==> src/rtl/alu16_pkg.sv <==
// Shared definitions for the alu16 datapath and its request arbiter.
//   ALU_W / ALU_OPW : operand and operator-code widths of alu16.
//   ALU_*           : operator codes understood by alu16.
//   ST_*            : arbiter FSM state encodings (IDLE -> EXEC -> DONE).
//   op_is_error     : operations whose response carries the error flag.
package alu16_pkg;

  localparam int ALU_W   = 16;
  localparam int ALU_OPW = 4;
  localparam int ALU_DW  = 2 * ALU_W;  // full-width ALU output (product)

  localparam logic [ALU_OPW-1:0] ALU_ADD  = 4'd0;
  localparam logic [ALU_OPW-1:0] ALU_SUB  = 4'd1;
  localparam logic [ALU_OPW-1:0] ALU_MUL  = 4'd2;
  localparam logic [ALU_OPW-1:0] ALU_NAND = 4'd3;
  localparam logic [ALU_OPW-1:0] ALU_DIV  = 4'd4;
  localparam logic [ALU_OPW-1:0] ALU_MOD  = 4'd5;
  localparam logic [ALU_OPW-1:0] ALU_LT   = 4'd6;
  localparam logic [ALU_OPW-1:0] ALU_LE   = 4'd7;

  localparam logic [1:0] ST_IDLE = 2'd0;
  localparam logic [1:0] ST_EXEC = 2'd1;
  localparam logic [1:0] ST_DONE = 2'd2;

  // Division by zero and any code above ALU_LE cannot produce a result.
  function automatic logic op_is_error(input logic [ALU_OPW-1:0] op,
                                       input logic [ALU_W-1:0]   b);
    return (((op == ALU_DIV) || (op == ALU_MOD)) && (b == '0)) || (op > ALU_LE);
  endfunction

endpackage

==> src/rtl/alu16.sv <==
// alu16: combinational 16-bit ALU.
//   rst      in  active-low reset; forces out to zero while asserted
//   operator in  operation code (ALU_* from alu16_pkg)
//   op1/op2  in  16-bit operands
//   out      out 32-bit result (products use the full width; others zero-extended)
// Division/modulo by zero and unknown codes yield zero.
module alu16
  import alu16_pkg::*;
(
  input  logic               rst,
  input  logic [ALU_OPW-1:0] operator,
  input  logic [ALU_W-1:0]   op1,
  input  logic [ALU_W-1:0]   op2,
  output logic [ALU_DW-1:0]  out
);

  localparam logic [ALU_W-1:0] ZERO_HI = '0;

  always_comb begin
    out = '0;
    if (rst) begin
      case (operator)
        ALU_ADD:  out = ALU_DW'(op1) + ALU_DW'(op2);
        ALU_SUB:  out = {ZERO_HI, op1 - op2};
        ALU_MUL:  out = ALU_DW'(op1) * ALU_DW'(op2);
        ALU_NAND: out = {ZERO_HI, ~(op1 & op2)};
        ALU_DIV:  out = (op2 == '0) ? '0 : {ZERO_HI, op1 / op2};
        ALU_MOD:  out = (op2 == '0) ? '0 : {ZERO_HI, op1 % op2};
        ALU_LT:   out = {{(ALU_DW-1){1'b0}}, (op1 <  op2)};
        ALU_LE:   out = {{(ALU_DW-1){1'b0}}, (op1 <= op2)};
        default:  out = '0;
      endcase
    end
  end

endmodule

==> src/rtl/rr_pick2.sv <==
// rr_pick2: combinational two-way round-robin picker.
//   valid in  request valid per requester
//   ptr   in  requester favoured when both are valid
//   gnt   out one-hot grant, zero when nothing is valid
module rr_pick2 (
  input  logic [1:0] valid,
  input  logic       ptr,
  output logic [1:0] gnt
);

  always_comb begin
    gnt = 2'b00;
    case (valid)
      2'b01:   gnt = 2'b01;
      2'b10:   gnt = 2'b10;
      2'b11:   gnt = ptr ? 2'b10 : 2'b01;
      default: gnt = 2'b00;
    endcase
  end

endmodule

==> src/rtl/alu16_arbiter.sv <==
// alu16_arbiter: two-requester round-robin sequencer for a single alu16.
//   clk        in  system clock, rising edge
//   rst        in  asynchronous active-low reset
//   req_valid  in  [1:0] request valid, bit i = requester i
//   req_ready  out [1:0] accept strobe, one-hot or zero, only in IDLE
//   req_op     in  [2*OPW-1:0]   operator, requester i at [i*OPW +: OPW]
//   req_a      in  [2*WIDTH-1:0] op1, requester i at [i*WIDTH +: WIDTH]
//   req_b      in  [2*WIDTH-1:0] op2, requester i at [i*WIDTH +: WIDTH]
//   rsp_valid  out [1:0] response valid, one-hot or zero, only in DONE
//   rsp_ready  in  [1:0] response accept; only the granted bit matters
//   rsp_data   out [WIDTH-1:0] result (ERR_RESULT when rsp_err)
//   rsp_err    out error flag (divide by zero, illegal operator)
//   busy       out high whenever the FSM is not IDLE
//   dbg_state  out [1:0] current FSM state (ST_* encodings)
//
// Handshakes: a transfer happens in a cycle where valid and ready are both
// high at the rising edge. req_ready is a combinational response to
// req_valid in IDLE; rsp_valid is held with stable data until rsp_ready.
// One operation takes at least three cycles (IDLE, EXEC, DONE).
module alu16_arbiter
  import alu16_pkg::*;
#(
  parameter int               WIDTH      = ALU_W,   // must match alu16
  parameter int               OPW        = ALU_OPW, // must match alu16
  parameter logic [WIDTH-1:0] ERR_RESULT = 16'h0000
) (
  input  logic               clk,
  input  logic               rst,
  input  logic [1:0]         req_valid,
  output logic [1:0]         req_ready,
  input  logic [2*OPW-1:0]   req_op,
  input  logic [2*WIDTH-1:0] req_a,
  input  logic [2*WIDTH-1:0] req_b,
  output logic [1:0]         rsp_valid,
  input  logic [1:0]         rsp_ready,
  output logic [WIDTH-1:0]   rsp_data,
  output logic               rsp_err,
  output logic               busy,
  output logic [1:0]         dbg_state
);

  logic [1:0]        state_q;
  logic              ptr_q;     // requester favoured on a tie
  logic              grant_q;   // requester owning the current operation
  logic [OPW-1:0]    op_q;
  logic [WIDTH-1:0]  a_q;
  logic [WIDTH-1:0]  b_q;
  logic [WIDTH-1:0]  result_q;
  logic              err_q;

  logic [1:0]        pick;
  logic              win;
  logic [OPW-1:0]    win_op;
  logic [WIDTH-1:0]  win_a;
  logic [WIDTH-1:0]  win_b;
  logic [ALU_DW-1:0] alu_out;
  logic              exec_err;
  logic              rsp_fire;

  rr_pick2 u_pick (
    .valid (req_valid),
    .ptr   (ptr_q),
    .gnt   (pick)
  );

  alu16 u_alu (
    .rst      (rst),
    .operator (op_q),
    .op1      (a_q),
    .op2      (b_q),
    .out      (alu_out)
  );

  // Operand mux for the winning requester.
  assign win    = pick[1];
  assign win_op = win ? req_op[OPW +: OPW]     : req_op[0 +: OPW];
  assign win_a  = win ? req_a[WIDTH +: WIDTH]  : req_a[0 +: WIDTH];
  assign win_b  = win ? req_b[WIDTH +: WIDTH]  : req_b[0 +: WIDTH];

  assign exec_err = op_is_error(op_q, b_q);
  assign rsp_fire = (state_q == ST_DONE) && rsp_ready[grant_q];

  // Gated by rst so no accept strobe is seen while reset is held.
  assign req_ready = (rst && (state_q == ST_IDLE)) ? pick : 2'b00;
  assign rsp_valid = (state_q == ST_DONE) ? (grant_q ? 2'b10 : 2'b01) : 2'b00;
  assign rsp_data  = result_q;
  assign rsp_err   = err_q;
  assign busy      = (state_q != ST_IDLE);
  assign dbg_state = state_q;

  always_ff @(posedge clk or negedge rst) begin
    if (!rst) begin
      state_q  <= ST_IDLE;
      ptr_q    <= 1'b0;
      grant_q  <= 1'b0;
      op_q     <= '0;
      a_q      <= '0;
      b_q      <= '0;
      result_q <= '0;
      err_q    <= 1'b0;
    end else begin
      case (state_q)
        ST_IDLE: begin
          if (pick != 2'b00) begin
            op_q    <= win_op;
            a_q     <= win_a;
            b_q     <= win_b;
            grant_q <= win;
            state_q <= ST_EXEC;
          end
        end
        ST_EXEC: begin
          // Product keeps only its low WIDTH bits; no overflow reporting.
          result_q <= exec_err ? ERR_RESULT : alu_out[WIDTH-1:0];
          err_q    <= exec_err;
          state_q  <= ST_DONE;
        end
        ST_DONE: begin
          // Pointer moves only on completion so persistent requesters alternate.
          if (rsp_fire) begin
            ptr_q   <= ~grant_q;
            state_q <= ST_IDLE;
          end
        end
        default: state_q <= ST_IDLE;
      endcase
    end
  end

endmodule

==> config.mk <==
export PLATFORM = sky130hd
export DESIGN_NAME = alu16_arbiter
export DESIGN_NICKNAME = d
export VERILOG_FILES = /design/src/rtl/alu16_pkg.sv /design/src/rtl/alu16.sv /design/src/rtl/rr_pick2.sv /design/src/rtl/alu16_arbiter.sv
export SDC_FILE = /design/constraint.sdc
export NUM_CORES = 1
export LEC_CHECK = 0
export ABC_AREA = 1
export ABC_CLOCK_PERIOD_IN_PS = 28200
export CAP_MARGIN = 5
export CORE_ASPECT_RATIO = 1.75
export CORE_UTILIZATION = 55
export DETAILED_ROUTE_END_ITERATION = 8
export GPL_ROUTABILITY_DRIVEN = 0
export PLACE_DENSITY = 0.77
export SLEW_MARGIN = 20
export SYNTH_ARGS = -nofsm -noshare
export SYNTH_HDL_FRONTEND = slang
export SYNTH_SLANG_ARGS = --single-unit
==> constraint.sdc <==
create_clock -name clk -period 28.2 [get_ports clk]
set_input_delay 5.64 -clock clk [delete_from_list [all_inputs] [get_ports clk]]
set_output_delay 5.64 -clock clk [all_outputs]
set_load 0.1 [all_outputs]
==> results of run 1 <==
[worst max-delay path by stage]
stage | depth (start not counted) | startpoint | end
6_report | 192 | b_q[15] | rsp_data[0]
5_1_grt | 217 | b_q[15] | rsp_data[15]
4_1_cts | 203 | b_q[11] | rsp_data[0]
3_5_place_dp | 202 | b_q[15] | rsp_data[0]
3_3_place_gp | 200 | b_q[15] | rsp_data[0]
2_1_floorplan | 210 | b_q[0] | rsp_data[3]
[registers in the layout (all words and copies together), names as in the netlist]
signal	count
ptr_q	1
op_q	4
grant_q	1
rsp_err	1
rsp_data	16
dbg_state	2
b_q	16
a_q	16
[critical path: cells and delay by family (launching register included)]
| kind | cells | cell delay (ns) |
|---|---|---|
| flip-flops | 1 | 0.50 |
| adder cells (fa/ha/maj) | 15 | 4.78 |
| buffers and inverters | 24 | 2.65 |
| AND/OR/NAND/NOR | 108 | 10.86 |
| AO/OA/AOI/OAI | 44 | 7.10 |
| XOR/XNOR | 1 | 0.23 |
[synth_stat cells (3+ instances only)]
master / number / share of area [%]
nand2_1: 632 / 15
inv_1: 436 / 10
ha_1: 220 / 17
nor2_1: 162 / 3.8
a21oi_1: 130 / 4.0
nand3_1: 123 / 3.8
o21ai_0: 116 / 3.6
fa_1: 83 / 10
dfrtp_1: 57 / 8.8
xor2_1: 56 / 3.0
clkbuf_1: 53 / 1.2
or2_2: 46 / 1.8
o22ai_1: 40 / 1.5
xnor2_1: 34 / 1.8
nand3_2: 33 / 2.0
nor3_1: 27 / 0.83
nand2_2: 25 / 0.97
o21ai_1: 23 / 0.71
and2_1: 16 / 0.62
nand4_1: 14 / 0.54
o211ai_1: 14 / 0.65
inv_2: 12 / 0.28
a21o_1: 10 / 0.46
a31oi_1: 10 / 0.39
buf_2: 10 / 0.31
o21bai_1: 10 / 0.46
o21ai_2: 9 / 0.49
a221oi_1: 8 / 0.43
buf_4: 7 / 0.32
o221ai_1: 7 / 0.38
buf_6: 6 / 0.42
o21a_1: 6 / 0.28
a211oi_1: 5 / 0.23
clkinv_1: 5 / 0.12
nor2_2: 5 / 0.19
o2111ai_1: 5 / 0.27
a21oi_4: 4 / 0.40
nor4_1: 4 / 0.15
o31ai_1: 4 / 0.19
nand3b_1: 3 / 0.14
nor2_4: 3 / 0.21
o21bai_2: 3 / 0.21
[layout by cell type, fill, tap and decap left out, drive strengths merged, types with 6 or more instances in the layout]
| cell | count |
|---|---|
| and2 | 16 |
| nand2 | 658 |
| fa | 83 |
| o211ai | 15 |
| a21o | 10 |
| clkdlybuf4s50 | 100 |
| clkinv | 8 |
| or2 | 48 |
| dfrtp | 57 |
| o221ai | 7 |
| o21ai | 148 |
| buf | 56 |
| a21oi | 134 |
| o21a | 6 |
| inv | 443 |
| a31oi | 10 |
| o22ai | 40 |
| clkbuf | 10 |
| nor3 | 27 |
| nand4 | 14 |
| nand3 | 158 |
| clkinvlp | 9 |
| xor2 | 56 |
| o21bai | 14 |
| ha | 220 |
| xnor2 | 34 |
| a221oi | 8 |
| nor2 | 171 |
[routing by layer]
| layer | track usage [%] | vias up |
|---|---|---|
| li1 | - | 8260 |
| met1 | 40.7 | 8265 |
| met4 | 35.3 | 0 |
| met2 | 66.6 | 1070 |
| met5 | 0 | - |
| met3 | 7.15 | 400 |
[area by class of cell]
class	count	share of cell area, %
clock inverters	5	0.176
clock buffers	10	1.30
inverters	454	9.49
repair inverters	1	0.0407
multi-input cells	1921	70.4
repair buffers	156	8.21
well taps	378	2.57
flip-flops and latches	57	7.86
[metrics by stage]
step / setup slack (ns) / util, % / hold slack (ns)
2_1_floorplan: 4.82 / - / 0.470
3_3_place_gp: 0.848 / 60.6 / 0.472
3_5_place_dp: -0.322 / 60.6 / 0.469
4_1_cts: 0.150 / 61.7 / 0.484
5_1_grt: -0.390 / 64.0 / 0.514
6_report: 1.93 / 64.0 / 0.482
[kinds of logic (layout without fill, tap and decap cells)]
| logic type | after synthesis | after routing | synth area share (%) |
|---|---|---|---|
| and+or+nand+nor | 1103 | 1103 | 30.3 |
| buffers and inverters | 530 | 626 | 12.8 |
| AOI/OAI and AO/OA | 425 | 425 | 16.0 |
| adders and majority gates | 303 | 303 | 27.2 |
| xor gates and xnor gates | 90 | 90 | 4.87 |
| DFF | 57 | 57 | 8.80 |
[timing repair]
action                     in CTS  in global routing
pin swaps                       0                 17
gates cloned                    0                  2
setup endpoints to repair      16                 16
gates resized for setup         4                102
buffers inserted                1                 31
==> flow_summary.json, run 1 <==
{
  "dpl-instance-area_sq_mm": 0.0175,
  "grt_pass1_vias": 17700,
  "ys_ff_latch": 57,
  "grt_max_degree": 75,
  "ios": 102,
  "synth_area_sq_mm": 0.0162,
  "syn_inst": 2508,
  "placed_cells": 2932,
  "synth_fp_nets": 2889,
  "startpoint_type": "flip-flop",
  "drc": 0,
  "worstPathArrival_ns": 26.55,
  "regArea_sq_mm": 0.00145,
  "status": "finished, final reports clean",
  "nets": 2981,
  "async_flop_share_pct": 100,
  "setup_viol": 0,
  "routed_via_density": 6.03,
  "routed_wl_um": 59200,
  "cp_max_fo": 19,
  "r2r_start": "b_q[15]",
  "synth_top_flop_cell": "dfrtp_1",
  "grt_pass1_wl_um": 91200,
  "rrSetupSlack_ns": 1.93,
  "cts_buffers": 9,
  "first_pass_iters": 7,
  "cpPeakStageDelay_ns": 0.50,
  "endpoint_kind": "flip-flop",
  "postCtsHoldBufs": 0,
  "reg2reg_depth": 192,
  "die_w_um": 132,
  "num_rows": 82,
  "detail_route.wl_per_cell_um": 19.9,
  "io_buffer_count": 101,
  "overflow": 0,
  "drtIter0Drc": 1494,
  "vias": 18000,
  "skew_ns": 0.00941,
  "cts_max_level": 3,
  "rr_endpoint": "rsp_data[0]",
  "wl_met3_um": 5280,
  "final_max_slew_viol_count": 0,
  "hold_path.class": "reg -> reg",
  "cts.sinks": 57,
  "wl_met1_um": 19700,
  "n_fill_cell": 2601,
  "dr.max_layer_used": "met4",
  "drive_gt1_share_pct": 10.8,
  "synth_edf_count": 0,
  "antenna_found_initial": 1,
  "fin_crit_ns": 26.27,
  "holdCritStartpoint": "rsp_data[10]",
  "clk_path_buf_depth": 2,
  "cp_slowest_cell": "dfrtp_1",
  "cts_tree": "yes",
  "ys_seq_area_share_pct": 8.80,
  "core_area_sq_mm": 0.0288,
  "crit_required_ns": 28.49,
  "timing.fmax_ghz": 0.0381,
  "place_hpwl_um": 44900,
  "whs_path_depth": 2,
  "num_antenna_cells": 0,
  "synthToLayoutAreaGrowth_pct": 13.8,
  "gr-usage-all-layers_pct": 39.1,
  "worst_slew_pin_slew_ns": 1.03,
  "ant_nets": 0,
  "crit_path_frequent_cell": "nand2_1",
  "fin_area_sq_mm": 0.0184,
  "synthDistinctLibCells": 66,
  "ys_warn_count": 0,
  "multi_input_area_sq_mm": 0.0130,
  "die-height_um": 229,
  "cts-root-buf": "clkbuf_16",
  "initial_core_util_pct": 56.2,
  "hold_viol": 0,
  "worstSetupPathType": "reg -> reg",
  "finalCritPeriodShare_pct": 93.1,
  "drv_cap": 0,
  "wl_met2_um": 28100,
  "holdPathEnd": "rsp_data[10]",
  "die_area_sq_mm": 0.0302,
  "setup_tns_ns": 0,
  "instances_no_fill": 2982,
  "avgSynthCellArea_sq_um": 6.46,
  "max-slew-margin-rel_pct": 31.4,
  "path_clk_slew_ns": 0.06,
  "clock_latency_ns": 0.36
}
Power of run 1 is left out: the tool's default activity adds up to more than one toggle a clock period on the data nets, which glitch-free logic cannot reach.
==> run 2, diff against run 1 <==
--- a/config.mk
+++ b/config.mk
@@ -9,10 +9,10 @@
 export ABC_CLOCK_PERIOD_IN_PS = 28200
 export CAP_MARGIN = 5
 export CORE_ASPECT_RATIO = 1.75
-export CORE_UTILIZATION = 55
+export CORE_UTILIZATION = 63
 export DETAILED_ROUTE_END_ITERATION = 8
 export GPL_ROUTABILITY_DRIVEN = 0
-export PLACE_DENSITY = 0.77
+export PLACE_DENSITY = 0.86
 export SLEW_MARGIN = 20
 export SYNTH_ARGS = -nofsm -noshare
 export SYNTH_HDL_FRONTEND = slang
==> run 2 against run 1 <==
Against the previous run:
- the run now ends with design-rule violations left
- critical path depth grew 14
- register-to-register slack lost 1.0 ns
- routed wire length grew 10%
- first-iteration DRC count grew 68%
- worst hold slack lost 0.0032 ns
- non-clock buffer count grew 36
- cell area grew 2.2%
- sequential share of layout area shrank 0.20 points
- utilization grew 11 points
- critical path type unchanged
- critical endpoint is now rsp_data[15]
==> flow_summary.json, run 2 (synthesis results as in run 1) <==
{
  "place_hpwl_um": 45800,
  "timing.fmax_ghz": 0.0366,
  "reg2reg_depth": 206,
  "routed_via_density": 6.53,
  "final_common_cell": "nand2_1",
  "hold_path.class": "reg -> reg",
  "vias": 19300,
  "fin_crit_ns": 27.31,
  "worst_slew_pin_slew_ns": 1.12,
  "final_max_slew_viol_count": 0,
  "die-height_um": 214,
  "violations": "design-rule violations",
  "status": "finished, violations left",
  "cp_max_fo": 18,
  "final_cell_mix": "627 x nand2_1, 429 x inv_1, 206 x ha_1, 155 x nor2_1, 121 x a21oi_1",
  "setup_viol": 0,
  "hold_viol": 0,
  "nets": 3020,
  "grt_max_degree": 75,
  "detail_route.wl_per_cell_um": 22.0,
  "grt_pass1_wl_um": 96500,
  "startpoint_type": "flip-flop",
  "whs_ns": 0.479,
  "drc": 102,
  "first_pass_iters": 9,
  "dr.max_layer_used": "met5",
  "drtIter0Drc": 2506,
  "drive_gt1_share_pct": 12.7,
  "core_area_sq_mm": 0.0252,
  "num_rows": 77,
  "routed_wl_um": 65200,
  "drv_cap": 0,
  "die_area_sq_mm": 0.0264,
  "cpPeakStageDelay_ns": 0.50,
  "worstSetupPathType": "reg -> reg",
  "skew_ns": 0.0188,
  "cts_max_level": 3,
  "path_buf_inv": 26,
  "cts.sinks": 57,
  "path_depth": 206,
  "overflow": 0,
  "worst_slack_ns": 0.886,
  "clk_path_buf_depth": 2,
  "worstPathArrival_ns": 27.62,
  "grt_pass1_vias": 19100,
  "path_clk_slew_ns": 0.06,
  "multi_input_area_sq_mm": 0.0132,
  "cts_tree": "yes",
  "initial_core_util_pct": 64.2,
  "pre_cts_ws_ns": -0.977,
  "crit_path_frequent_cell": "nand2_1",
  "die_w_um": 123,
  "max-slew-margin-rel_pct": 24.8,
  "crit_family": "simple AND/OR/NAND/NOR gates",
  "rr_endpoint": "rsp_data[15]",
  "wl_met3_um": 8920,
  "setup.worst_path.start": "b_q[15]",
  "wl_met1_um": 19000,
  "io_buffer_count": 101,
  "ant_nets": 0,
  "cts-root-buf": "clkbuf_16",
  "gr-usage-all-layers_pct": 48.8,
  "regArea_sq_mm": 0.00144,
  "r2r_start": "b_q[15]",
  "cp_slowest_cell": "nor4_1",
  "ios": 102,
  "crit_end": "rsp_data[15]",
  "cts_buffers": 9,
  "antenna_found_initial": 0,
  "clock_latency_ns": 0.39,
  "endpoint_kind": "flip-flop",
  "n_fill_cell": 1898,
  "crit_required_ns": 28.51,
  "num_antenna_cells": 0,
  "postCtsHoldBufs": 0,
  "wl_met2_um": 28300,
  "rrSetupSlack_ns": 0.89,
  "synthToLayoutAreaGrowth_pct": 16.3,
  "finalCritPeriodShare_pct": 96.9
}
==> run 2: cell types whose count changed in the layout (fill, tap and decap cells not counted), sizes merged <==
cell,change
buf,+36
clkinv,-2
a21oi,+1
bufinv,+2
inv,-1
nand3,+2
clkbuf,+4
clkinvlp,-3
a21boi,+1
==> run 2: worst min-delay path by stage <==
stage | from | cells past startpoint | end
after CTS | rsp_data[8] | 2 | rsp_data[8]
final | rsp_data[8] | 2 | rsp_data[8]
after global routing | rsp_data[8] | 2 | rsp_data[8]
after detailed placement | rsp_data[6] | 2 | rsp_data[6]
after floorplan | ptr_q | 2 | ptr_q
after global placement | rsp_data[10] | 2 | rsp_data[10]
==> run 2: what timing repair did <==
item	CTS	global route
pin swaps	2	25
gates cloned	1	3
setup buffers	11	50
hold endpoints to repair	0	0
setup endpoints to repair	16	16
resized for setup	12	109
==> run 2: metal layers <==
metal	vias up	global-route usage, %
li1	8357	-
met1	8579	48.2
met4	4	49.6
met2	1620	74.5
met3	771	18.7
met5	-	2.15
==> run 2: tightest hold or removal path, cell delays in order, from the launching register on <==
cell and delay [ns]:
dfrtp_1 0.34, nand2_1 0.06, nand2_1 0.05
==> run 2: layout make-up <==
class,instances,share of cell area [%]
Multi-Input combinational cell,1925,70.0
Inverter,454,9.31
Timing Repair Buffer,192,9.20
Sequential cell,57,7.66
Tap cell,316,2.10
Clock buffer,14,1.40
Clock inverter,2,0.319
==> run 2: metrics by stage <==
| step | setup TNS, ns | instances | util (%) | area [sq um] |
|---|---|---|---|---|
| final | 0 | 2960 | 74.6 | 18800 |
| after global routing | -11.87 | 2960 | 74.6 | 18800 |
| after CTS | 0 | 2907 | 71.0 | 17900 |
| after detailed placement | -12.65 | 2879 | 69.2 | 17500 |
| after global placement | 0 | 2879 | 69.2 | 17500 |
| after floorplan | 0 | 2508 | - | 16200 |
Power of run 2 is left out for the same reason.
